`src/rtl/recv_img_pkg.sv`:
```
// Shared types and default sizing for the image receiver and its idle timer.
package recv_img_pkg;

  typedef enum logic [1:0] {
    IDLE,
    RECEIVING,
    FULL
  } state_t;

  localparam int DEF_BIT_DEPTH = 8;
  localparam int DEF_WIDTH     = 64;
  localparam int DEF_HEIGHT    = 64;
  localparam int DEF_TIMEOUT   = 1000000;
  localparam int PIX_COUNT     = DEF_WIDTH * DEF_HEIGHT;
  localparam int TIMER_W       = $clog2(DEF_TIMEOUT);

endpackage

```
`src/rtl/recv_img_idle.sv`:
```
// Idle timer: counts enabled clocks and pulses tc_o on the terminal count.
module idle_timer #(
  parameter int TIMEOUT_CYCLES = recv_img_pkg::DEF_TIMEOUT
) (
  input  logic clk_i,
  input  logic rst_i,
  input  logic clear_i,
  input  logic enable_i,
  output logic tc_o
);

  localparam int CW = (TIMEOUT_CYCLES > 1) ? $clog2(TIMEOUT_CYCLES) : 1;
  localparam logic [CW-1:0] LAST = CW'(TIMEOUT_CYCLES - 1);

  logic [CW-1:0] count_q, count_d;

  // A clear in the terminal cycle suppresses the pulse, so a late byte still wins.
  assign tc_o = enable_i && !clear_i && (count_q == LAST);

  always_comb begin
    count_d = count_q;
    if (clear_i) begin
      count_d = '0;
    end else if (enable_i) begin
      count_d = (count_q == LAST) ? '0 : count_q + CW'(1);
    end
  end

  always_ff @(posedge clk_i or posedge rst_i) begin
    if (rst_i) begin
      count_q <= '0;
    end else begin
      count_q <= count_d;
    end
  end

endmodule

```
`src/rtl/recv_img.sv`:
```
// Writes a UART byte stream raster-order into a frame BRAM, flagging timeouts and overruns.
module recv_img
  import recv_img_pkg::*;
#(
  parameter int BIT_DEPTH      = DEF_BIT_DEPTH,
  parameter int WIDTH          = DEF_WIDTH,
  parameter int HEIGHT         = DEF_HEIGHT,
  parameter int TIMEOUT_CYCLES = DEF_TIMEOUT
) (
  input  logic                              clk_in,
  input  logic                              rst_in,
  input  logic [BIT_DEPTH-1:0]              data_in,
  input  logic                              valid_in,
  input  logic                              rearm_in,
  output logic [$clog2(WIDTH*HEIGHT)-1:0]   addr_out,
  output logic [BIT_DEPTH-1:0]              data_out,
  output logic                              we_out,
  output logic [$clog2(WIDTH)-1:0]          x_out,
  output logic [$clog2(HEIGHT)-1:0]         y_out,
  output logic                              busy_out,
  output logic                              frame_done_out,
  output logic                              image_ready_out,
  output logic                              timeout_out,
  output logic                              overrun_out
);

  localparam int XW = $clog2(WIDTH);
  localparam int YW = $clog2(HEIGHT);
  localparam int AW = $clog2(WIDTH * HEIGHT);

  state_t               state_q, state_d;
  logic [XW-1:0]        xCnt_q, xCnt_d, xOut_q, xOut_d;
  logic [YW-1:0]        yCnt_q, yCnt_d, yOut_q, yOut_d;
  logic [AW-1:0]        addr_q, addr_d;
  logic [BIT_DEPTH-1:0] data_q, data_d;
  logic                 we_q, we_d, done_q, done_d;
  logic                 busy_q, ready_q;
  logic                 timeout_q, timeout_d, overrun_q, overrun_d;
  logic                 tcPulse, lastPix;

  idle_timer #(
    .TIMEOUT_CYCLES(TIMEOUT_CYCLES)
  ) u_timer (
    .clk_i   (clk_in),
    .rst_i   (rst_in),
    .clear_i (valid_in || (state_q != RECEIVING)),
    .enable_i(state_q == RECEIVING),
    .tc_o    (tcPulse)
  );

  assign lastPix = (xCnt_q == XW'(WIDTH - 1)) && (yCnt_q == YW'(HEIGHT - 1));

  // Rearm clears the sticky flags first so a same-cycle set condition overrides it.
  always_comb begin
    state_d   = state_q;
    xCnt_d    = xCnt_q;
    yCnt_d    = yCnt_q;
    xOut_d    = xOut_q;
    yOut_d    = yOut_q;
    addr_d    = addr_q;
    data_d    = data_q;
    we_d      = 1'b0;
    done_d    = 1'b0;
    timeout_d = timeout_q;
    overrun_d = overrun_q;
    if (rearm_in) begin
      timeout_d = 1'b0;
      overrun_d = 1'b0;
    end
    unique case (state_q)
      IDLE, RECEIVING: begin
        if (state_q == RECEIVING && rearm_in) begin
          state_d = IDLE;
          xCnt_d  = '0;
          yCnt_d  = '0;
          if (tcPulse) timeout_d = 1'b1;
        end else if (valid_in) begin
          we_d   = 1'b1;
          data_d = data_in;
          addr_d = {yCnt_q, xCnt_q};
          xOut_d = xCnt_q;
          yOut_d = yCnt_q;
          if (lastPix) begin
            done_d  = 1'b1;
            state_d = FULL;
            xCnt_d  = '0;
            yCnt_d  = '0;
          end else begin
            state_d = RECEIVING;
            if (xCnt_q == XW'(WIDTH - 1)) begin
              xCnt_d = '0;
              yCnt_d = yCnt_q + YW'(1);
            end else begin
              xCnt_d = xCnt_q + XW'(1);
            end
          end
        end else if (tcPulse) begin
          state_d   = IDLE;
          xCnt_d    = '0;
          yCnt_d    = '0;
          timeout_d = 1'b1;
        end
      end
      FULL: begin
        if (valid_in) overrun_d = 1'b1;
        if (rearm_in) begin
          state_d = IDLE;
          xCnt_d  = '0;
          yCnt_d  = '0;
        end
      end
      default: state_d = IDLE;
    endcase
  end

  always_ff @(posedge clk_in or posedge rst_in) begin
    if (rst_in) begin
      state_q   <= IDLE;
      xCnt_q    <= '0;
      yCnt_q    <= '0;
      xOut_q    <= '0;
      yOut_q    <= '0;
      addr_q    <= '0;
      data_q    <= '0;
      we_q      <= 1'b0;
      done_q    <= 1'b0;
      busy_q    <= 1'b0;
      ready_q   <= 1'b0;
      timeout_q <= 1'b0;
      overrun_q <= 1'b0;
    end else begin
      state_q   <= state_d;
      xCnt_q    <= xCnt_d;
      yCnt_q    <= yCnt_d;
      xOut_q    <= xOut_d;
      yOut_q    <= yOut_d;
      addr_q    <= addr_d;
      data_q    <= data_d;
      we_q      <= we_d;
      done_q    <= done_d;
      busy_q    <= (state_d == RECEIVING);
      ready_q   <= (state_d == FULL);
      timeout_q <= timeout_d;
      overrun_q <= overrun_d;
    end
  end

  assign addr_out        = addr_q;
  assign data_out        = data_q;
  assign we_out          = we_q;
  assign x_out           = xOut_q;
  assign y_out           = yOut_q;
  assign busy_out        = busy_q;
  assign frame_done_out  = done_q;
  assign image_ready_out = ready_q;
  assign timeout_out     = timeout_q;
  assign overrun_out     = overrun_q;

endmodule

```
`config.mk`:
```
export PLATFORM = sky130hd
export DESIGN_NAME = recv_img
export DESIGN_NICKNAME = d
export VERILOG_FILES = /design/src/rtl/recv_img_pkg.sv /design/src/rtl/recv_img_idle.sv /design/src/rtl/recv_img.sv
export SDC_FILE = /design/constraint.sdc
export NUM_CORES = 1
export LEC_CHECK = 0
export ABC_CLOCK_PERIOD_IN_PS = 2200
export CORE_MARGIN = 8
export CORE_UTILIZATION = 51
export CTS_CLUSTER_SIZE = 14
export DETAILED_ROUTE_END_ITERATION = 7
export PLACE_DENSITY = 0.78
export SYNTH_ARGS = -nofsm -noshare
export SYNTH_HDL_FRONTEND = slang
export SYNTH_SLANG_ARGS = --single-unit
```
`constraint.sdc`:
```
create_clock -name clk_in -period 2.2 [get_ports clk_in]
set_input_delay 0.44 -clock clk_in [delete_from_list [all_inputs] [get_ports clk_in]]
set_output_delay 0.44 -clock clk_in [all_outputs]
set_load 0.01 [all_outputs]
```
* After elaboration in Yosys (flattened, before gate mapping)
Index checks and enable logic that the tools add are counted.
** Word-level totals
- Register bits :: 72
- Input bits :: 12
- Word-level logic and storage cells :: 78
** Operators by class
- $add $sub $neg :: 3
- Equal/unequal tests :: 11
- Multiplexer cells :: 36
- Bitwise logic cells :: 1
- Reductions and logical operators :: 13
** Operators with widths (count)
- two-way mux 20 bit :: 3
- two-way mux 6 bit :: 10
- one-hot mux 6 bit (2 select lines) :: 2
- adder 20 x 1 -> 20 bit, second input constant :: 1
- equality test 20 bit, second input constant :: 1
- two-way mux 1 bit :: 15
- adder 6 x 1 -> 6 bit, second input constant :: 2
- equality test 6 bit, second input constant :: 2
- two-way mux 2 bit :: 5
- AND reduction 3 bit :: 2
- inequality test 5 bit, second input constant :: 1
- equality test 2 x 1 -> 1 bit, second input constant :: 2
- equality test 2 bit, second input constant :: 2
- logical AND 1 bit :: 4
- inequality test 4 bit, second input constant :: 1
- one-hot mux 2 bit (2 select lines) :: 1
- AND reduction 4 bit :: 1
- nonzero test 2 bit :: 2
- zero test 2 bit :: 1
- inequality test 2 x 1 -> 1 bit, second input constant :: 1
- inequality test 2 bit, second input constant :: 1
- OR reduction 2 bit :: 1
- zero test 1 bit :: 1
- logical OR 1 bit :: 1
- inverter 1 bit :: 1

* Logic depth before layout (Yosys ltp)
Gate-level depths: netlist of the first run.
- Depth in word-level cells :: 10
- Depth in mapped cells :: 7
- Depth with buffers taken out :: 6

* Modules after synthesis
Synthesis of the first run repeated with hierarchy kept, for this count alone.
** Second synthesis, totals
- Cells, all modules :: 291
- Area, all modules :: 3061.7 sq um
** By module, submodules not included
- recv_img :: times used 1, cells each 155, area each 1895.6 sq um
- idle_timer :: times used 1, cells each 136, area each 1166.1 sq um

* Least setup slack after synthesis of the first run
Ideal clock, no wire load.
- Path kind :: reg-to-reg
- Start point :: register u_timer.count_q[0]
- End point :: register yCnt_q[0]
- Arrival :: 1.838 ns
- Slack :: 0.237 ns
- Stages on the path, launching flop included :: 8
- Clock period less this slack :: 1.963 ns
- Cell sequence :: dfrtp_1 -> ha_1 -> and4_1 -> nand4_1 -> o31a_1 -> or2_1 -> buf_6 -> mux2_4
** On the way
- Longest elaborated chain between the ends :: 4
** Ends and longest elaborated chain
- start, declared :: line recv_img_idle.sv:15 : logic [CW-1:0] count_q, count_d;
- start signal, assigned :: line recv_img_idle.sv:33 : count_q <= count_d;
- equality test 20 bit :: line recv_img_idle.sv:18 : assign tc_o = enable_i && !clear_i && (count_q == LAST);
- logical AND 1 bit :: line recv_img_idle.sv:18
- inequality test 4 bit (no line)
- AND reduction 4 bit (no line)
- end signal, assigned :: line recv_img.sv:134 : yCnt_q <= yCnt_d;
- end, declared :: line recv_img.sv:33 : logic [YW-1:0] yCnt_q, yCnt_d, yOut_q, yOut_d;
Every way passes these cells.
A chain may end at the register's enable or synchronous reset.

* Worst setup path after layout of the first run
- Start point :: register u_timer.count_q[1]
- End point :: register yCnt_q[2]
The elaborated chain is that of the path after synthesis.

==> results of run 1 <==
==> worst max-delay path: stages, from the launching register on <==
cell	delay (ns)
dfrtp_1	0.37
ha_2	0.21
and4_1	0.25
nand4_1	0.12
o31a_1	0.34
or2_1	0.29
buf_4	0.16
o31ai_1	0.21
==> registers in the layout (all words and copies together) (netlist names) <==
| register | flops |
|---|---|
| y_out | 6 |
| state_q | 2 |
| timeout_out | 1 |
| we_out | 1 |
| frame_done_out | 1 |
| data_out | 8 |
| xCnt_q | 6 |
| u_timer.count_q | 20 |
| overrun_out | 1 |
| busy_out | 1 |
| image_ready_out | 1 |
| x_out | 5 |
| yCnt_q | 6 |
| addr_out | 1 |
==> final cells by class <==
type	instances	area share
Clock buffer	11	0.0364
Clock inverter	5	0.0277
Inverter	7	0.00728
Multi-Input combinational cell	170	0.317
Sequential cell	60	0.416
Tap cell	72	0.0249
Timing Repair Buffer	64	0.170
==> worst max path at each step <==
stage | end | cells after the start | start
floorplan | yCnt_q[0]$_DFFE_PP0P_ | 7 | u_timer.count_q[0]$_DFFE_PP0P_
global placement | yCnt_q[3]$_DFFE_PP0P_ | 8 | rearm_in
detailed placement | yCnt_q[3]$_DFFE_PP0P_ | 8 | rearm_in
CTS | yCnt_q[2]$_DFFE_PP0P_ | 7 | u_timer.count_q[0]$_DFFE_PP0P_
global route | yCnt_q[4]$_DFFE_PP0P_ | 7 | u_timer.count_q[1]$_DFFE_PP0P_
finish | yCnt_q[2]$_DFFE_PP0P_ | 7 | u_timer.count_q[1]$_DFFE_PP0P_
==> per-layer routing <==
metal / up-vias / wire length (microns) / GRT usage
li1: 1000 / - / -
met1: 1004 / 2540 / 0.188
met2: 63 / 2550 / 0.223
met3: 8 / 409 / 0.0507
met4: 0 / 122 / 0.0943
met5: - / 0 / 0
==> per-stage QoR <==
step	worst slack (ns)	power [mW]	area [sq um]	utilization
2_1_floorplan	0.237	1.47	2800	-
3_3_place_gp	0.113	1.66	3360	0.621
3_5_place_dp	0.0757	1.66	3360	0.621
4_1_cts	0.0955	2.83	3590	0.664
5_1_grt	0.0368	2.94	3610	0.668
6_report	0.157	2.81	3610	0.668
==> power groups by stage <==
| stage | clock network, mW | registers (mW) | logic (mW) |
|---|---|---|---|
| 2_1_floorplan | 0 | 1.26 | 0.202 |
| 4_1_cts | 1.19 | 1.23 | 0.413 |
| 6_report | 1.16 | 1.23 | 0.411 |
| 3_5_place_dp | 0 | 1.25 | 0.412 |
| 3_3_place_gp | 0 | 1.25 | 0.409 |
| 5_1_grt | 1.25 | 1.24 | 0.451 |
==> cells by family (layout without fill, tap and decap cells) <==
kind of cell	after synthesis	after routing	share of synthesized area
and+or+nand+nor	97	97	0.177
DFF	60	60	0.536
AOI/OAI and AO/OA	31	31	0.0746
buffers and inverters	29	87	0.0585
muxes	20	20	0.0817
xor gates and xnor gates	19	19	0.0594
adders and majority gates	3	3	0.0134
==> cells in the mapped netlist (all sizes together), types with 2 or more instances <==
cell	number	share of area
and3	7	0.016
and4	4	0.012
buf	17	0.042
clkbuf	5	0.0067
dfrtp	60	0.54
ha	3	0.013
inv	7	0.0094
mux2	20	0.082
nand2	17	0.023
nand2b	5	0.011
nand3	13	0.023
nand4	6	0.013
nor2	29	0.039
nor3	5	0.0089
nor4	2	0.0045
o21ai	11	0.020
o22ai	7	0.016
o31ai	3	0.0080
or2	2	0.0045
xnor2	5	0.016
xor2	14	0.044
==> what timing repair did <==
action / 4_1_cts / 5_1_grt
setup endpoints to repair: 0 / 3
setup buffers: 0 / 2
hold buffers: 0 / 0
resized for setup: 0 / 2
==> impl_metrics.py, run 1 <==
metrics = {
    "worst_setup_path": {
        "cp_data_arrival_time_ns": 2.29,
        "reg2reg_slack_ns": 0.16,
        "start_kind": "flop",
        "critPathCaptureType": "flop",
        "reg2reg_depth": 7,
        "critical_path_required_ns": 2.44,
        "worst-setup-path-type": "flop to flop",
        "r2r_end": "yCnt_q[2]$_DFFE_PP0P_",
        "crit_fanout": 4,
        "r2r-start": "u_timer.count_q[1]$_DFFE_PP0P_",
    },
    "synthesis": {
        "synthesis.area_sq_mm": 0.00280,
        "synth.distinct_cells": 43,
        "yosysSeqAreaShare": 0.536,
        "async_flop_share": 1.00,
        "synthCells": 259,
        "synth_seq_cells": 60,
        "avgSynthCellArea_sq_um": 10.8,
        "synth_edf_count": 0,
        "syn-num-nets": 274,
        "yosysWarnings": 0,
        "synth_ff_type": "dfrtp_1",
    },
    "timing": {
        "tns_ns": 0,
        "max_slew_margin": 0.766,
        "tightest_slew_ns": 0.351,
        "period_share": 0.929,
        "finClkSkew_ns": 0.00920,
        "finalSetupViolCount": 0,
        "hold_viol_final": 0,
        "rsz0062_at_grt": "no",
        "fmax_mhz": 489,
        "drv_slew": 0,
        "post-route-min-period_ns": 2.04,
        "fin_worst_hold_slack_ns": 0.472,
    },
    "floorplanning": {
        "start_util": 0.519,
        "io_pins": 50,
        "core_area_sq_mm": 0.00541,
        "die_w_microns": 90.1,
        "die-area_sq_mm": 0.00812,
        "die_h_microns": 90.1,
        "rows": 27,
    },
    "global_routing": {
        "gr-total-overflow": 0,
        "grt_first_pass_wirelength_microns": 10100,
        "antenna_found_initial": 0,
        "grt.total_usage": 0.152,
        "grt_pass1_vias": 2140,
        "grt_max_degree": 61,
    },
    "final_layout": {
        "drive_gt1_frac": 0.174,
        "syn_to_final_growth_pct": 28.8,
        "diodes": 0,
        "final_net_count": 327,
        "fillers": 437,
        "regArea_sq_mm": 0.00150,
        "layout_common_cells": "60 x dfrtp_1, 49 x clkdlybuf4s50_1, 29 x nor2_1, 19 x mux2_2, 17 x nand2_1",
        "final_common_cell": "dfrtp_1",
        "multi_input_area_sq_mm": 0.00115,
        "instances_no_fill": 389,
    },
    "placed_design": {
        "io_buffer_count": 49,
        "dp.cells": 371,
        "place_congestion": 0.898,
        "dp_hpwl_microns": 3830,
    },
    "routing": {
        "viasPerCell": 5.33,
        "vias": 2075,
        "wl_per_cell_microns": 14.5,
        "drc_errors": 0,
        "drt_iter0_drc": 114,
        "dr.pass1.iters": 4,
        "wl_microns": 5630,
        "postRouteAntennaNets": 0,
    },
    "pwr": {
        "p_comb_frac": 0.146,
        "leakage_nw": 1.57,
        "power.switching_mw": 0.646,
        "power.share.switching": 0.230,
        "ir_drop_mv": 0.455,
        "power_per_cell_area_mw_per_mm2": 777,
        "clkPwrFrac": 0.415,
        "pwr-share-seq": 0.439,
        "p_int_mw": 2.16,
    },
    "clock_tree": {
        "cts_made_buffers": 9,
        "clkSinkCount": 60,
        "clockRootBuffer": "clkbuf_8",
        "worst_skew_pair.late_latency_ns": 0.33,
        "cts_buffer_depth": 2,
        "cts_tree": "built",
        "htreeDepth": 3,
        "cts.clk_slew.worst_paths_ns": 0.07,
    },
    "status": {
        "status": "finished clean",
    },
    "job": {
        "maxCapViolCount": 0,
    },
    "min_path": {
        "min_path_type": "input pin to async pin",
    },
}
Power figures use the tool's default switching activity.
==> run 2: changes to the inputs <==
--- a/config.mk
+++ b/config.mk
@@ -5,7 +5,7 @@
 export SDC_FILE = /design/constraint.sdc
 export NUM_CORES = 1
 export LEC_CHECK = 0
-export ABC_CLOCK_PERIOD_IN_PS = 2200
+export ABC_CLOCK_PERIOD_IN_PS = 2600
 export CORE_MARGIN = 8
 export CORE_UTILIZATION = 51
 export CTS_CLUSTER_SIZE = 14
==> constraint.sdc (replaced) <==
create_clock -name clk_in -period 2.6 [get_ports clk_in]
set_input_delay 0.52 -clock clk_in [delete_from_list [all_inputs] [get_ports clk_in]]
set_output_delay 0.52 -clock clk_in [all_outputs]
set_load 0.01 [all_outputs]
==> run 2 against run 1 <==
Against the previous run: routed wire length is 2.8% lower; worst hold slack better by 0.016 ns; fmax is 6.2% lower; sequential power is 15% lower; cell count is 2.1% lower; combinational power is 17% lower; highest routed layer unchanged; clock skew is 0.00064 ns lower; global-route usage is 1.1 points lower; critical path type unchanged; clock-buffer cell count stayed put; design area is 3.6% lower; worst setup slack better by 0.26 ns.
==> impl_metrics.py, run 2 (synthesis results as in run 1) <==
metrics = {
    "timing": {
        "fmax_mhz": 459,
        "period_share": 0.838,
        "tns_ns": 0,
        "hold_viol_final": 0,
        "max_slew_margin": 0.636,
        "finClkSkew_ns": 0.00856,
        "drv_slew": 0,
        "timing.final.ws_setup_ns": 0.421,
        "tightest_slew_ns": 0.546,
        "finalSetupViolCount": 0,
        "rsz0062_at_grt": "no",
        "post-route-min-period_ns": 2.18,
    },
    "clock_tree": {
        "clockRootBuffer": "clkbuf_8",
        "cts.clk_slew.worst_paths_ns": 0.07,
        "cts_made_buffers": 9,
        "post_cts_buffers": 0,
        "cts_tree": "built",
        "worst_skew_pair.late_latency_ns": 0.33,
        "cts_buffer_depth": 2,
        "cts_hold_buf": 0,
        "htreeDepth": 3,
        "cts.repair.resized": 0,
        "clkSinkCount": 60,
    },
    "job": {
        "maxCapViolCount": 0,
    },
    "worst_setup_path": {
        "start_kind": "flop",
        "crit_end": "yCnt_q[2]$_DFFE_PP0P_",
        "reg2reg_depth": 7,
        "slowest_delay_ns": 0.40,
        "r2r_end": "yCnt_q[2]$_DFFE_PP0P_",
        "worst-setup-path-type": "flop to flop",
        "critPathCaptureType": "flop",
        "cp_data_arrival_time_ns": 2.40,
        "crit_fanout": 9,
        "crit_start": "u_timer.count_q[0]$_DFFE_PP0P_",
        "r2r-start": "u_timer.count_q[0]$_DFFE_PP0P_",
        "reg2reg_slack_ns": 0.42,
        "path_cells": "ha_1 > and4_1 > nand4_1 > o31a_1 > or2_1 > buf_4 > o31ai_1",
        "critical_path_required_ns": 2.82,
        "cp_top_family": "simple AND/OR/NAND/NOR gates",
        "path_depth": 7,
        "crit_buf_inv": 1,
        "cp_slowest_cell": "o31a_1",
    },
    "pwr": {
        "power.share.switching": 0.255,
        "power_per_cell_area_mw_per_mm2": 595,
        "leakage_nw": 1.51,
        "p_int_mw": 1.54,
        "p_comb_frac": 0.165,
        "ir_drop_mv": 0.364,
        "clkPwrFrac": 0.331,
        "pwr-share-seq": 0.504,
        "power.switching_mw": 0.528,
    },
    "final_layout": {
        "layout_common_cells": "60 x dfrtp_1, 49 x clkdlybuf4s50_1, 29 x nor2_1, 19 x mux2_2, 17 x nand2_1",
        "drive_gt1_frac": 0.149,
        "syn_to_final_growth_pct": 24.2,
        "largest_reg_flops": 20,
        "regMostFlops": "u_timer.count_q",
        "regArea_sq_mm": 0.00150,
        "diodes": 0,
        "fillers": 468,
        "final_net_count": 321,
        "final_common_cell": "dfrtp_1",
        "multi_input_area_sq_mm": 0.00114,
    },
    "global_routing": {
        "antenna_found_initial": 0,
        "grt_pass1_vias": 2024,
        "grt_first_pass_wirelength_microns": 9400,
        "gr-total-overflow": 0,
        "grt.total_usage": 0.141,
        "grt_max_degree": 36,
    },
    "floorplanning": {
        "start_util": 0.519,
        "die_w_microns": 90.1,
        "die_h_microns": 90.1,
        "io_pins": 50,
        "die-area_sq_mm": 0.00812,
        "rows": 27,
        "core_area_sq_mm": 0.00541,
    },
    "status": {
        "status": "finished clean",
    },
    "routing": {
        "wl_per_cell_microns": 14.4,
        "drt_iter0_drc": 90,
        "wl_microns": 5470,
        "drc_errors": 0,
        "dr.pass1.iters": 4,
        "vias": 2025,
        "viasPerCell": 5.31,
        "postRouteAntennaNets": 0,
    },
    "placed_design": {
        "place_congestion": 0.837,
        "dp_hpwl_microns": 3930,
        "io_buffer_count": 49,
        "dp_slack_ns": 0.276,
    },
    "min_path": {
        "worstHoldStart": "u_timer.count_q[0]$_DFFE_PP0P_",
        "min_path_type": "flop to flop",
    },
}
## run 2: worst min path at each step
| stage | endpoint | slack [ns] | depth (start not counted) |
|---|---|---|---|
| floorplan | u_timer.count_q[0]$_DFFE_PP0P_ | 0.45 | 1 |
| global placement | u_timer.count_q[0]$_DFFE_PP0P_ | 0.47 | 1 |
| detailed placement | u_timer.count_q[0]$_DFFE_PP0P_ | 0.48 | 1 |
| CTS | u_timer.count_q[0]$_DFFE_PP0P_ | 0.49 | 1 |
| global route | u_timer.count_q[0]$_DFFE_PP0P_ | 0.50 | 1 |
| finish | u_timer.count_q[0]$_DFFE_PP0P_ | 0.49 | 1 |
## run 2: final cells by class
class | count | share of cell area
inverter | 7 | 0.00755
multi-input combinational | 170 | 0.327
timing repair buffer | 58 | 0.164
sequential | 60 | 0.431
clock buffer | 11 | 0.0406
clock inverter | 3 | 0.00431
tap | 72 | 0.0259
## run 2: stage by stage
step	std cells	cell area [sq um]	util	power (mW)	hold slack [ns]
2_1_floorplan	259	2800	-	1.24	0.453
3_3_place_gp	367	3330	0.615	1.40	0.474
3_5_place_dp	367	3330	0.615	1.41	0.479
4_1_cts	381	3480	0.644	2.09	0.488
5_1_grt	381	3480	0.644	2.17	0.495
6_report	381	3480	0.644	2.07	0.488
## run 2: power by group through the flow
| stage | Sequential, mW | Clock [mW] | Combinational (mW) |
|---|---|---|---|
| after floorplan | 1.07 | 0 | 0.171 |
| after global placement | 1.06 | 0 | 0.342 |
| after detailed placement | 1.06 | 0 | 0.348 |
| after CTS | 1.04 | 0.700 | 0.350 |
| after global routing | 1.05 | 0.744 | 0.372 |
| final | 1.04 | 0.686 | 0.341 |
## run 2: layer usage
metal	GRT usage	routed length (microns)	vias to the layer above
met5	0	0	-
met4	0.0763	86	0
li1	-	-	989
met3	0.0540	397	6
met1	0.175	2610	978
met2	0.207	2380	52
